`config.mk`:
```
export PLATFORM = sky130hd
export DESIGN_NAME = baudot_tx_sched
export DESIGN_NICKNAME = d
export VERILOG_FILES = /design/src/rtl/baudot_tx_sched.sv
export SDC_FILE = /design/constraint.sdc
export NUM_CORES = 1
export LEC_CHECK = 0
export CAP_MARGIN = 30
export CORE_MARGIN = 5
export CORE_UTILIZATION = 40
export DETAILED_ROUTE_END_ITERATION = 10
export DONT_BUFFER_PORTS = 1
export PLACE_DENSITY = 0.64
export RECOVER_POWER = 25
export SLEW_MARGIN = 20
export SYNTH_ARGS = -nofsm -noshare
export SYNTH_HDL_FRONTEND = slang
export SYNTH_SLANG_ARGS = --single-unit
```
`constraint.sdc`:
```
create_clock -name clk -period 5.2 [get_ports clk]
set_clock_uncertainty 0.15 [all_clocks]
set_input_delay 0.52 -clock clk [delete_from_list [all_inputs] [get_ports clk]]
set_output_delay 0.52 -clock clk [all_outputs]
set_load 0.01 [all_outputs]
```
`src/rtl/baudot_tx_sched.sv`:
```
// Baudot (ITA2) transmit scheduler: LTRS/FIGS shift insertion plus async 5-bit framing.
// Build option BAUDOT_USOS_EN: a completed space (0x04) frame returns the shift state to LTRS.
module baudot_tx_sched #(
  parameter int unsigned CLOCK_RATE  = 1000,
  parameter int unsigned BAUD_X100   = 4545,
  parameter int unsigned STOP_HALVES = 3
) (
  input  logic       clk,
  input  logic       rst_n,
  input  logic       sym_valid,
  input  logic [4:0] sym_code,
  input  logic [1:0] sym_class,
  output logic       sym_ready,
  output logic       baudot_out,
  output logic       busy,
  output logic [1:0] shift_state
);

  localparam int unsigned BIT_CYCLES  = (CLOCK_RATE * 100) / BAUD_X100;
  localparam int unsigned HALF_CYCLES = BIT_CYCLES / 2;
  localparam int unsigned STOP_CYCLES = STOP_HALVES * HALF_CYCLES;
  localparam int unsigned MAX_CYCLES  = (BIT_CYCLES > STOP_CYCLES) ? BIT_CYCLES : STOP_CYCLES;
  localparam int unsigned CNT_W       = $clog2(MAX_CYCLES + 1);

  localparam logic [CNT_W-1:0] BIT_LOAD  = CNT_W'(BIT_CYCLES - 1);
  localparam logic [CNT_W-1:0] STOP_LOAD = CNT_W'(STOP_CYCLES - 1);

  localparam logic [4:0] LTRS_CODE  = 5'h1F;
  localparam logic [4:0] FIGS_CODE  = 5'h1B;
  localparam logic [4:0] SPACE_CODE = 5'h04;

  localparam logic [1:0] CLS_LETTERS = 2'b01;
  localparam logic [1:0] CLS_FIGURES = 2'b10;
  localparam logic [1:0] CLS_RAW     = 2'b11;

  localparam logic [1:0] SH_UNKNOWN = 2'b00;
  localparam logic [1:0] SH_LTRS    = 2'b01;
  localparam logic [1:0] SH_FIGS    = 2'b10;

`ifdef BAUDOT_USOS_EN
  localparam bit USOS_EN = 1'b1;
`else
  localparam bit USOS_EN = 1'b0;
`endif

  typedef enum logic [1:0] {IDLE, START, DATA, STOP} state_t;

  state_t           state;
  logic [CNT_W-1:0] cnt;
  logic [2:0]       bit_idx;
  logic [4:0]       tx_code;
  logic [4:0]       pend_code;
  logic             pend_valid;

  // One counter times every line element; it reloads at each boundary instead of wrapping.
  always_ff @(posedge clk or negedge rst_n) begin
    if (!rst_n) begin
      state       <= IDLE;
      cnt         <= '0;
      bit_idx     <= 3'd0;
      tx_code     <= 5'd0;
      pend_code   <= 5'd0;
      pend_valid  <= 1'b0;
      sym_ready   <= 1'b0;
      baudot_out  <= 1'b1;
      busy        <= 1'b0;
      shift_state <= SH_UNKNOWN;
    end else begin
      case (state)
        IDLE: begin
          baudot_out <= 1'b1;
          if (sym_valid && sym_ready) begin
            state      <= START;
            baudot_out <= 1'b0;
            sym_ready  <= 1'b0;
            busy       <= 1'b1;
            cnt        <= BIT_LOAD;
            bit_idx    <= 3'd0;
            tx_code    <= sym_code;
            // A needed shift goes out first; the symbol itself waits in pending.
            case (sym_class)
              CLS_LETTERS: begin
                if (shift_state != SH_LTRS) begin
                  tx_code     <= LTRS_CODE;
                  pend_code   <= sym_code;
                  pend_valid  <= 1'b1;
                  shift_state <= SH_LTRS;
                end
              end
              CLS_FIGURES: begin
                if (shift_state != SH_FIGS) begin
                  tx_code     <= FIGS_CODE;
                  pend_code   <= sym_code;
                  pend_valid  <= 1'b1;
                  shift_state <= SH_FIGS;
                end
              end
              CLS_RAW: begin
                if (sym_code == LTRS_CODE) begin
                  shift_state <= SH_LTRS;
                end else if (sym_code == FIGS_CODE) begin
                  shift_state <= SH_FIGS;
                end
              end
              default: ;
            endcase
          end else begin
            sym_ready <= !pend_valid;
            busy      <= pend_valid;
          end
        end

        START: begin
          if (cnt == '0) begin
            state      <= DATA;
            baudot_out <= tx_code[0];
            cnt        <= BIT_LOAD;
            bit_idx    <= 3'd0;
          end else begin
            cnt <= cnt - CNT_W'(1);
          end
        end

        DATA: begin
          if (cnt == '0) begin
            if (bit_idx == 3'd4) begin
              state      <= STOP;
              baudot_out <= 1'b1;
              cnt        <= STOP_LOAD;
            end else begin
              bit_idx    <= bit_idx + 3'd1;
              baudot_out <= tx_code[bit_idx + 3'd1];
              cnt        <= BIT_LOAD;
            end
          end else begin
            cnt <= cnt - CNT_W'(1);
          end
        end

        STOP: begin
          if (cnt == '0) begin
            if (USOS_EN && (tx_code == SPACE_CODE)) begin
              shift_state <= SH_LTRS;
            end
            if (pend_valid) begin
              state      <= START;
              tx_code    <= pend_code;
              pend_valid <= 1'b0;
              baudot_out <= 1'b0;
              cnt        <= BIT_LOAD;
              bit_idx    <= 3'd0;
            end else begin
              state     <= IDLE;
              sym_ready <= 1'b1;
              busy      <= 1'b0;
            end
          end else begin
            cnt <= cnt - CNT_W'(1);
          end
        end

        default: state <= IDLE;
      endcase
    end
  end

endmodule

```
==> results.tsv, run 1 <==
stage	metric	value	unit
critical_path	FF-to-FF Start	cnt[0]	
clock_network	H-tree Lvls	1	
grt	pin count of the biggest net entering global routing	28	
worst_hold_path	hold-critical path endpoint	pend_code[2]	
synth	register bit total from synthesis	27	
clock_network	clock latency on the worst-skew pair	0.27	ns
clock_network	root buf cell	clkbuf_8	
synth	top post-synthesis cells by count	dfrtp_1 (26), nand2_1 (23), inv_1 (13), ha_1 (10), mux2_2 (10)	
critical_path	Crit Path Max Fanout	7	
drt	Avg Vias per Cell	5.98	
critical_path	Worst Setup End Kind	flop	
layout	ratio of cells with drive above 1 in the final layout	11.8	%
grt	initial antenna violation count	0	
floorplanning	core area	4350	um^2
grt	number of global-route vias before repair	1374	
grt	GRT Overall Usage	12.9	%
synth	post-synthesis net count	205	
pwr	VDD IR max	0.131	mV
synth	post-synth top area cell	dfrtp_1	
timing	max-slew violations	0	
critical_path	slowest CP cell	or4b_1	
place	placer congestion estimate	0.796	
critical_path	FF-to-FF path depth	6	
floorplanning	DIE WIDTH	77.0	um
synth	Syn Inst Count	185	
drt	DRC viols	0	
drt	WL per Instance	15.3	um
drt	DRT Wirelength	3630	um
layout	nets@finish	207	
floorplanning	IO Pins	15	
critical_path	WS Path Type	reg -> reg	
timing	setup_tns	0	ns
synth	Avg Inst Size Synth	9.70	um^2
critical_path	Cell Chain, Critical Path	inv_1 -> ha_1 -> or4b_1 -> o31ai_4 -> nand3_1 -> mux2_2	
drt	DRT Pass-1 Iters	4	
pwr	PD cells	187	nW/um^2
drt	via count	1424	
layout	fin util	43.4	%
drt	Iteration-0 DRC Markers	92	
timing	Worst-Margin Slew	1.43	ns
critical_path	Reg2Reg Setup Slack	2.66	ns
synth	Post-synth EDFFs	0	
floorplanning	die area	5930	um^2
floorplanning	die height	77.0	um
clock_network	Sink Count	27	
synth	yosys warns	0	
floorplanning	Placement Rows	24	
critical_path	Crit path required time	5.22	ns
synth	cell area after synthesis	1790	um^2
timing	Setup violations, final	0	
layout	Area Overhead vs Synth	5.37	%
layout	ant diodes	0	
critical_path	critical register-to-register path endpoint	bit_idx[0]	
timing	minimum clock period	2.54	ns
timing	unrepaired setup endpoints after global routing	false	
synth	Synth cell types	56	
status	status	complete, no violations	
worst_hold_path	hold path cells	2	
synth	post-synth top area share	36.3	%
critical_path	Worst EP arrival	2.56	ns
layout	Filler cells	415	
clock_network	post_cts resized	0	
worst_hold_path	worst min path class	in -> reg	
pwr	Leak	0.838	nW
synth	top cells by area, synth	dfrtp_1 (36%), ha_1 (7.0%), mux2_2 (6.3%), nand2_1 (4.8%), inv_1 (2.7%)	
timing	worst rel slew slack	4.58	%
synth	count leader, synth	dfrtp_1	
clock_network	Clock transition at path regs	0.09	ns
clock_network	cts bufs inserted	3	
floorplanning	Initial Utilization	41.2	%
synth	Async SR Flop Fraction	100	%
synth	Main synth FF type	dfrtp_1	
flow_run	max_cap viols	0	
clock_network	TritonCTS clock tree	yes	
worst_hold_path	worst hold path startpoint	sym_code[2]	
place	I/O Buffers	0	
synth	post-synthesis sequential area ratio	37.7	%
grt	global-route wire length before repair	6460	um
timing	Final period util	48.9	%
clock_network	Clock Path Buffers	2	
place	post-DP HPWL	2720	um
timing	Fin. Hold Viols	0	
timing	fmax	0.393	GHz
drt	post-detailed-route count of antenna-violating nets	0	
critical_path	Max stage delay on crit path	0.67	ns
critical_path	Startpoint Class	flop	
grt	GRT overflow	0	
[registers in the layout (all words and copies together) (netlist names)]
register     flops
baudot_out       1
bit_idx          3
busy             1
cnt              6
pend_code        5
pend_valid       1
shift_state      2
state            2
sym_ready        1
tx_code          5
[report_power, final]
group          internal [W]  switching, W  total [W]  leakage (nW)
combinational    0.00000847     0.0000130  0.0000215         0.478
sequential         0.000210             0   0.000210         0.338
clock             0.0000550     0.0000670   0.000122        0.0228
[cell families after synthesis]
group | count (synthesis) | share of synthesized area [%]
AND/OR/NAND/NOR | 62 | 18.3
AO/OA/AOI/OAI | 53 | 23.3
multiplexers | 13 | 8.72
flip-flops | 27 | 37.7
adder cells (fa/ha/maj) | 10 | 6.97
buffers and inverters | 19 | 4.46
XOR/XNOR | 1 | 0.488
[stage by stage]
step                      setup WS, ns  hold WS (ns)  cell area [um^2]  power (W)  std cells
after floorplan                   2.86        0.0744              1790   0.000228        185
after global placement            2.59        0.0754              1830   0.000231        232
after detailed placement          2.62        0.0755              1830   0.000231        232
after CTS                         2.63         0.210              1910   0.000360        238
after global routing              2.46         0.238              1890   0.000365        238
final                             2.66         0.216              1890   0.000353        238
[layout by cell type, fill, tap and decap left out, types with 3 or more instances in the layout]
master     n
a21oi_1    9
a31oi_1    4
clkbuf_8   3
dfrtp_1   26
ha_1      10
inv_1     13
mux2_2    10
nand2_1   23
nand3_1    6
nor2_1     5
nor2b_1    3
nor3_1     6
o21ai_0    9
o221ai_1   4
o22ai_1    4
[area by class of cell]
type	count	area [um^2]	area share [%]
clock buffer	4	45.0	2.38
sequential	27	677	35.8
multi-input combinational	139	1040	54.9
tap	52	65.1	3.44
timing repair buffer	2	13.8	0.728
inverter	14	52.6	2.78
[routing by layer]
metal	global-route usage, %	share of wire [%]	up-vias
met2	18.8	44	41
li1	-	-	699
met3	2.69	6.0	5
met5	0	0	-
met1	19.1	49	679
met4	3.61	1.1	0
[worst max-delay path by stage]
stage,from,endpoint,slack (ns),cells after the start
6_report,cnt[0],bit_idx[0],2.66,6
3_5_place_dp,sym_class[0],pend_code[3],2.62,5
3_3_place_gp,sym_class[0],pend_code[1],2.59,5
5_1_grt,state[0],pend_code[1],2.46,5
2_1_floorplan,sym_class[0],pend_code[0],2.86,5
4_1_cts,state[0],pend_code[3],2.63,5
[worst max-delay path: cells and delay by family, from the launching register on]
| family | cells | cell delay (ns) |
|---|---|---|
| AOI/OAI and AO/OA | 1 | 0.42 |
| adders and majority gates | 1 | 0.23 |
| buffers and inverters | 1 | 0.07 |
| DFF | 1 | 0.43 |
| muxes | 1 | 0.29 |
| and+or+nand+nor | 2 | 0.84 |
[repair_timing]
action,CTS,global route
hold buffers,2,0
endpoints found under the setup margin,0,0
buffers inserted,0,0
hold endpoints to repair,27,0
Note: power is estimated with default switching activity, not from simulation.
==> inputs of run 2 (changes only) <==
--- a/config.mk
+++ b/config.mk
@@ -5,6 +5,7 @@
 export SDC_FILE = /design/constraint.sdc
 export NUM_CORES = 1
 export LEC_CHECK = 0
+export ABC_AREA = 1
 export CAP_MARGIN = 30
 export CORE_MARGIN = 5
 export CORE_UTILIZATION = 40
==> constraint.sdc (replaced) <==
create_clock -name clk -period 2.4 [get_ports clk]
set_clock_uncertainty 0.15 [all_clocks]
set_input_delay 0.24 -clock clk [delete_from_list [all_inputs] [get_ports clk]]
set_output_delay 0.24 -clock clk [all_outputs]
set_load 0.01 [all_outputs]
==> run 2 against run 1 <==
Against the previous run: first-iteration DRC count shrank 35%; utilization rose by 1.8 points; via count up 9.7%; hold slack got worse by 0.19 ns; critical endpoint is now state[0]; routed wire length grew 2.4%; synthesized cell count is 34% higher; final cell count rose by 30%; worst setup slack lost 2.1 ns.
==> results.tsv, run 2 <==
stage	metric	value	unit	change
critical_path	Reg2Reg Setup Slack	0.56	ns	-2.10 ns
layout	Area Overhead vs Synth	10.2	%	
grt	initial antenna violation count	0		unchanged
layout	most frequent cells in the layout	nand2_1 (73), inv_1 (37), dfrtp_1 (26)		
critical_path	critical register-to-register path endpoint	state[0]		
synth	count leader, synth	nand2_1		
grt	GRT overflow	0		unchanged
drt	post-detailed-route count of antenna-violating nets	0		unchanged
critical_path	critical path startpoint	state[0]		
clock_network	H-tree Lvls	1		unchanged
clock_network	Post-CTS Setup Inserts	0		unchanged
drt	via count	1562		+9.7%
status	status	complete, no violations		
critical_path	Most Frequent Cell on Critical Path	o21ai_0		
flow_run	max_cap viols	0		unchanged
synth	cell area after synthesis	1790	um^2	-0.42%
pwr	Pwr Total	0.000775	W	+120%
layout	ratio of cells with drive above 1 in the final layout	8.17	%	-3.7 points
synth	Synth cell types	28		-50%
floorplanning	core area	4350	um^2	unchanged
clock_network	TritonCTS clock tree	yes		
layout	Filler cells	437		+5.3%
floorplanning	Initial Utilization	41.0	%	-0.17 points
critical_path	Worst EP arrival	1.84	ns	-0.72 ns
synth	top cells by area, synth	dfrtp_1 (36%), nand2_1 (15%), inv_1 (7.8%), ha_1 (7.0%), o21ai_0 (5.3%)		
clock_network	cts bufs inserted	3		unchanged
layout	commonest non-fill, non-tap cell in the layout	nand2_1		
place	placer congestion estimate	0.823		+3.4%
floorplanning	die height	76.8	um	-0.18%
layout	top flop regs	cnt (6), pend_code (5), tx_code (5)		
synth	post-synthesis net count	267		+30%
layout	max reg flops	6		unchanged
critical_path	Crit path depth	7		+1
place	I/O Buffers	0		unchanged
timing	Worst-Margin Slew	0.431	ns	-1.00 ns
critical_path	crit-path leading delay family	simple AND/OR/NAND/NOR gates		
synth	top post-synthesis cells by count	nand2_1 (73), inv_1 (37), dfrtp_1 (26), nor2_1 (24), o21ai_0 (19)		
grt	GRT Overall Usage	13.1	%	+0.25 points
critical_path	Worst Setup End Kind	flop		
critical_path	Crit path required time	2.40	ns	-2.82 ns
clock_network	clock latency on the worst-skew pair	0.27	ns	about the same
drt	WL per Instance	12.0	um	-21%
floorplanning	IO Pins	15		unchanged
clock_network	Clock Path Buffers	2		unchanged
synth	Syn Inst Count	247		+34%
clock_network	Sink Count	27		unchanged
timing	fmax	0.542	GHz	+38%
place	post-DP HPWL	2880	um	+5.7%
drt	DRC viols	0		unchanged
synth	post-synth top area share	36.4	%	+0.15 points
critical_path	FF-to-FF Start	state[0]		
layout	Biggest register	cnt		
synth	yosys warns	0		unchanged
drt	Iteration-0 DRC Markers	60		-35%
clock_network	root buf cell	clkbuf_8		
timing	minimum clock period	1.84	ns	-0.699 ns
floorplanning	DIE WIDTH	76.8	um	-0.18%
timing	Setup violations, final	0		unchanged
timing	unrepaired setup endpoints after global routing	false		
drt	DRT Wirelength	3720	um	+2.4%
drt	DRT Pass-1 Iters	4		unchanged
grt	pin count of the biggest net entering global routing	28		unchanged
timing	max-slew violations	0		unchanged
pwr	PD cells	394	nW/um^2	+110%
layout	ant diodes	0		unchanged
worst_hold_path	worst min path class	in -> reg		
drt	Avg Vias per Cell	5.06		-16%
critical_path	FF-to-FF path depth	7		+1
synth	Post-synth EDFFs	0		unchanged
clock_network	Clock transition at path regs	0.09	ns	about the same
critical_path	Crit Path Max Fanout	6		-1
pwr	VDD IR max	0.211	mV	+61%
critical_path	slowest CP cell	dfrtp_1		
critical_path	Cell Chain, Critical Path	ha_1 -> nor2_1 -> nand2_1 -> nand2_4 -> nand3_1 -> o21ai_0 -> o21ai_0		
grt	global-route wire length before repair	6500	um	+0.63%
floorplanning	die area	5900	um^2	-0.36%
timing	Fin. Hold Viols	0		unchanged
grt	number of global-route vias before repair	1480		+7.7%
synth	post-synthesis sequential area ratio	37.9	%	+0.16 points
synth	Avg Inst Size Synth	7.23	um^2	-25%
synth	Main synth FF type	dfrtp_1		
critical_path	Max stage delay on crit path	0.42	ns	-0.25 ns
critical_path	WS Path Type	reg -> reg		
synth	register bit total from synthesis	27		unchanged
critical_path	CP endpoint	state[0]		
critical_path	CP Buf/Inv Count	0		-1
timing	worst rel slew slack	71.3	%	+67 points
floorplanning	Placement Rows	24		unchanged
synth	Async SR Flop Fraction	100	%	unchanged
pwr	Leak	1.03	nW	+23%
layout	nets@finish	278		+34%
timing	setup_tns	0	ns	unchanged
timing	Final period util	76.9	%	+28 points
critical_path	Startpoint Class	flop		
synth	post-synth top area cell	dfrtp_1		
-- run 2: area by class of cell --
type                            instances  area (um^2)  area share (%)
Tap cell                               52         65.1            3.30
Clock buffer                            4         45.0            2.29
Inverter                               38          143            7.24
Sequential cell                        27          677            34.4
Timing Repair Buffer                    7         80.1            4.07
Multi-Input combinational cell        181          960            48.7
-- run 2: worst min path at each step --
stage                start        endpoint  slack, ns  cells past startpoint
6_report       sym_code[2]  shift_state[0]       0.03                      2
5_1_grt        sym_code[2]  shift_state[0]       0.05                      2
4_1_cts        sym_code[2]  shift_state[0]       0.03                      2
3_5_place_dp         rst_n    pend_code[3]      -0.20                      0
3_3_place_gp         rst_n    pend_code[3]      -0.20                      0
2_1_floorplan        rst_n      bit_idx[0]      -0.21                      0
-- run 2: metal layers --
metal  global-route usage (%)  up-vias  wire, um
li1                         -      808         -
met1                     16.8      708      1660
met2                     21.7       39      1800
met3                     2.22        7       173
met4                     5.24        0        82
met5                        0        -         0
-- run 2: what timing repair did --
item | CTS | global route
hold buffers | 7 | 0
endpoints found under the hold margin | 32 | 0
gates resized for setup | 0 | 0
-- run 2: cells by family (layout without fill, tap and decap cells) --
group	after synthesis	after routing	share of synthesized area, %
flops	27	27	37.9
buf+inv	39	49	8.40
compound gates	45	45	14.3
simple gates	126	126	32.4
fa+ha+maj	10	10	7.00
-- run 2: worst reg2reg max path: stages (launching register included) --
cell,delay [ns]
dfrtp_1,0.42
ha_1,0.28
nor2_1,0.17
nand2_1,0.12
nand2_4,0.12
nand3_1,0.14
o21ai_0,0.20
o21ai_0,0.13
-- run 2: power breakdown --
group          internal [W]  total (W)  switching, W
clock              0.000119   0.000259      0.000140
sequential         0.000455   0.000455             0
combinational     0.0000235  0.0000620     0.0000385
total              0.000597   0.000775      0.000178
-- run 2: through the flow --
| step | cell area [um^2] | utilization, % | hold WS, ns | std cells | worst slack, ns |
|---|---|---|---|---|---|
| floorplan | 1790 | - | -0.206 | 247 | 0.810 |
| global placement | 1840 | 42.4 | -0.205 | 298 | 0.651 |
| detailed placement | 1840 | 42.4 | -0.205 | 298 | 0.581 |
| CTS | 1970 | 45.2 | 0.0319 | 309 | 0.557 |
| global route | 1970 | 45.2 | 0.0541 | 309 | 0.419 |
| finish | 1970 | 45.2 | 0.0303 | 309 | 0.555 |
==> inputs of run 3 (changes only) <==
--- a/config.mk
+++ b/config.mk
@@ -5,13 +5,13 @@
 export SDC_FILE = /design/constraint.sdc
 export NUM_CORES = 1
 export LEC_CHECK = 0
-export ABC_AREA = 1
+export ABC_AREA = 0
 export CAP_MARGIN = 30
 export CORE_MARGIN = 5
 export CORE_UTILIZATION = 40
 export DETAILED_ROUTE_END_ITERATION = 10
 export DONT_BUFFER_PORTS = 1
-export PLACE_DENSITY = 0.64
+export PLACE_DENSITY = 0.66
 export RECOVER_POWER = 25
 export SLEW_MARGIN = 20
 export SYNTH_ARGS = -nofsm -noshare
==> constraint.sdc (replaced) <==
create_clock -name clk -period 1.5 [get_ports clk]
set_clock_uncertainty 0.15 [all_clocks]
set_input_delay 0.15 -clock clk [delete_from_list [all_inputs] [get_ports clk]]
set_output_delay 0.15 -clock clk [all_outputs]
set_load 0.01 [all_outputs]
==> run 3 against run 2 <==
Against the previous run: the run now ends with setup timing left; hold slack better by 0.076 ns; utilization up 15 points; highest routed layer unchanged; fmax down 14%; die area rose by 0.36%; non-clock buffer count up 67; routed wire length grew 25%; design area is 33% higher.
==> results.tsv, run 3 (same netlist as run 1, synthesis figures left out) <==
stage	metric	value	unit	change
status	status	complete, but fails checks		
status	failing checks	setup timing		
floorplanning	IO Pins	15		unchanged
timing	fmax	0.469	GHz	-14%
drt	DRC viols	0		unchanged
timing	Fin. Hold Viols	0		unchanged
clock_network	Sink Count	27		unchanged
critical_path	FF-to-FF Start	cnt[0]		
critical_path	Crit Path Max Fanout	6		unchanged
worst_hold_path	worst min path class	in -> reg		
critical_path	Crit path required time	1.52	ns	-0.88 ns
place	placer congestion estimate	0.799		-2.9%
pwr	Clock Power Share	34.4	%	+1.0 points
grt	number of global-route vias before repair	1763		+19%
layout	Biggest register	cnt		
timing	Worst-Margin Slew	0.677	ns	+0.247 ns
layout	most frequent cells in the layout	buf_4 (60), dfrtp_1 (26), nand2_1 (22)		
floorplanning	Initial Utilization	41.2	%	+0.17 points
critical_path	critical path startpoint	cnt[0]		
place	Post-DP Area	2320	um^2	+26%
timing	worst rel slew slack	54.9	%	-16 points
pwr	Leak	1.24	nW	+20%
layout	Filler cells	359		-18%
clock_network	Clock transition at path regs	0.10	ns	about the same
layout	Area Overhead vs Synth	45.6	%	
drt	WL per Instance	15.0	um	+25%
drt	post-detailed-route count of antenna-violating nets	0		unchanged
pwr	Sw Share	24.0	%	+1.1 points
layout	final instance area	2610	um^2	+33%
grt	GRT Overall Usage	16.9	%	+3.7 points
grt	GRT overflow	0		unchanged
clock_network	root buf cell	clkbuf_8		
critical_path	Worst EP arrival	2.15	ns	+0.31 ns
layout	nets@finish	279		+0.36%
floorplanning	Placement Rows	24		unchanged
floorplanning	core area	4350	um^2	unchanged
drt	Iteration-0 DRC Markers	87		+45%
layout	fin util	60.0	%	+15 points
pwr	NetSw	0.000306	W	+72%
pwr	VDD IR max	0.485	mV	+130%
timing	final worst slack	-0.633	ns	-1.19 ns
timing	max-slew violations	0		unchanged
floorplanning	DIE WIDTH	77.0	um	+0.18%
pwr	combinational fraction of design power	8.3	%	+0.3 points
drt	DRT Wirelength	4650	um	+25%
clock_network	cts bufs inserted	3		unchanged
pwr	Pwr Total	0.00127	W	+64%
layout	ratio of cells with drive above 1 in the final layout	43.8	%	+36 points
critical_path	Worst Setup End Kind	flop		
critical_path	Startpoint Class	flop		
timing	Final period util	142	%	+65 points
place	post-DP HPWL	3380	um	+17%
pwr	PD cells	487	nW/um^2	+24%
clock_network	Clock Path Buffers	2		unchanged
critical_path	CP endpoint	state[1]		
timing	Setup violations, final	27		+27
critical_path	FF-to-FF path depth	6		-1
grt	pin count of the biggest net entering global routing	28		unchanged
clock_network	H-tree Lvls	1		unchanged
place	I/O Buffers	0		unchanged
flow_run	max_cap viols	0		unchanged
timing	unrepaired setup endpoints after global routing	true		
timing	setup_tns	-12.85	ns	-12.85 ns
clock_network	clock latency on the worst-skew pair	0.28	ns	about the same
grt	initial antenna violation count	0		unchanged
clock_network	TritonCTS clock tree	yes		
critical_path	Reg2Reg Setup Slack	-0.63	ns	-1.19 ns
drt	DRT Pass-1 Iters	4		unchanged
drt	via count	1718		+10%
critical_path	WS Path Type	reg -> reg		
drt	Avg Vias per Cell	5.54		+9.6%
pwr	part of the power in registers	57.2	%	-1.4 points
layout	ant diodes	0		unchanged
floorplanning	die area	5930	um^2	+0.36%
layout	top flop regs	cnt (6), pend_code (5), tx_code (5)		
timing	minimum clock period	2.13	ns	+0.289 ns
floorplanning	die height	77.0	um	+0.18%
layout	max reg flops	6		unchanged
grt	global-route wire length before repair	8180	um	+26%
layout	commonest non-fill, non-tap cell in the layout	buf_4		
pwr	internal power	0.000965	W	+62%
timing	WHS	0.107	ns	+0.0763 ns
critical_path	critical register-to-register path endpoint	state[1]		
==> run 3: worst max-delay path: stages, from the launching register on <==
cell     delay (ns)
dfrtp_1        0.41
inv_2          0.08
ha_4           0.13
or4b_4         0.55
o31ai_4        0.28
nand3_2        0.11
mux2_4         0.31
==> run 3: worst min-delay path by stage <==
stage / cells past startpoint / slack, ns / to / startpoint
after CTS: 4 / 0.08 / baudot_out / sym_valid
after floorplan: 0 / -0.30 / bit_idx[0] / rst_n
after global routing: 3 / 0.11 / tx_code[4] / sym_code[4]
final: 3 / 0.11 / tx_code[4] / sym_code[4]
after global placement: 0 / -0.29 / cnt[2] / rst_n
after detailed placement: 0 / -0.29 / cnt[2] / rst_n
==> run 3: layout make-up <==
type / instances / area, um^2 / area share [%]
Tap cell: 52 / 65.1 / 2.49
Clock inverter: 1 / 7.51 / 0.287
Sequential cell: 27 / 677 / 25.9
Multi-Input combinational cell: 139 / 1170 / 45.0
Inverter: 14 / 52.6 / 2.01
Timing Repair Buffer: 74 / 594 / 22.7
Clock buffer: 3 / 41.3 / 1.58
==> run 3: power by group through the flow <==
stage                     registers [W]  clock network (W)  logic [W]
after detailed placement       0.000742                  0  0.0000762
after floorplan                0.000742                  0  0.0000522
final                          0.000727           0.000438   0.000106
after global routing           0.000728           0.000477   0.000121
after CTS                      0.000727           0.000445   0.000112
after global placement         0.000742                  0  0.0000747
==> run 3: metal layers <==
metal	up-vias	GRT usage, %	wire length, um
li1	848	-	-
met3	12	3.86	225
met5	-	0	0
met2	50	27.7	2240
met1	808	21.6	2070
met4	0	6.01	110
==> run 3: repair_timing <==
action	4_1_cts	5_1_grt
buffers inserted	4	4
resized for setup	16	14
endpoints found under the hold margin	34	0
gates cloned	0	0
pin swaps	10	8
hold buffers	7	0
setup endpoints to repair	27	27
==> run 3: metrics by stage <==
stage                     instances  setup slack [ns]
after floorplan                 185            -0.685
after global placement          291            -0.647
after detailed placement        291            -0.708
after CTS                       306            -0.654
after global routing            310            -0.693
final                           310            -0.633
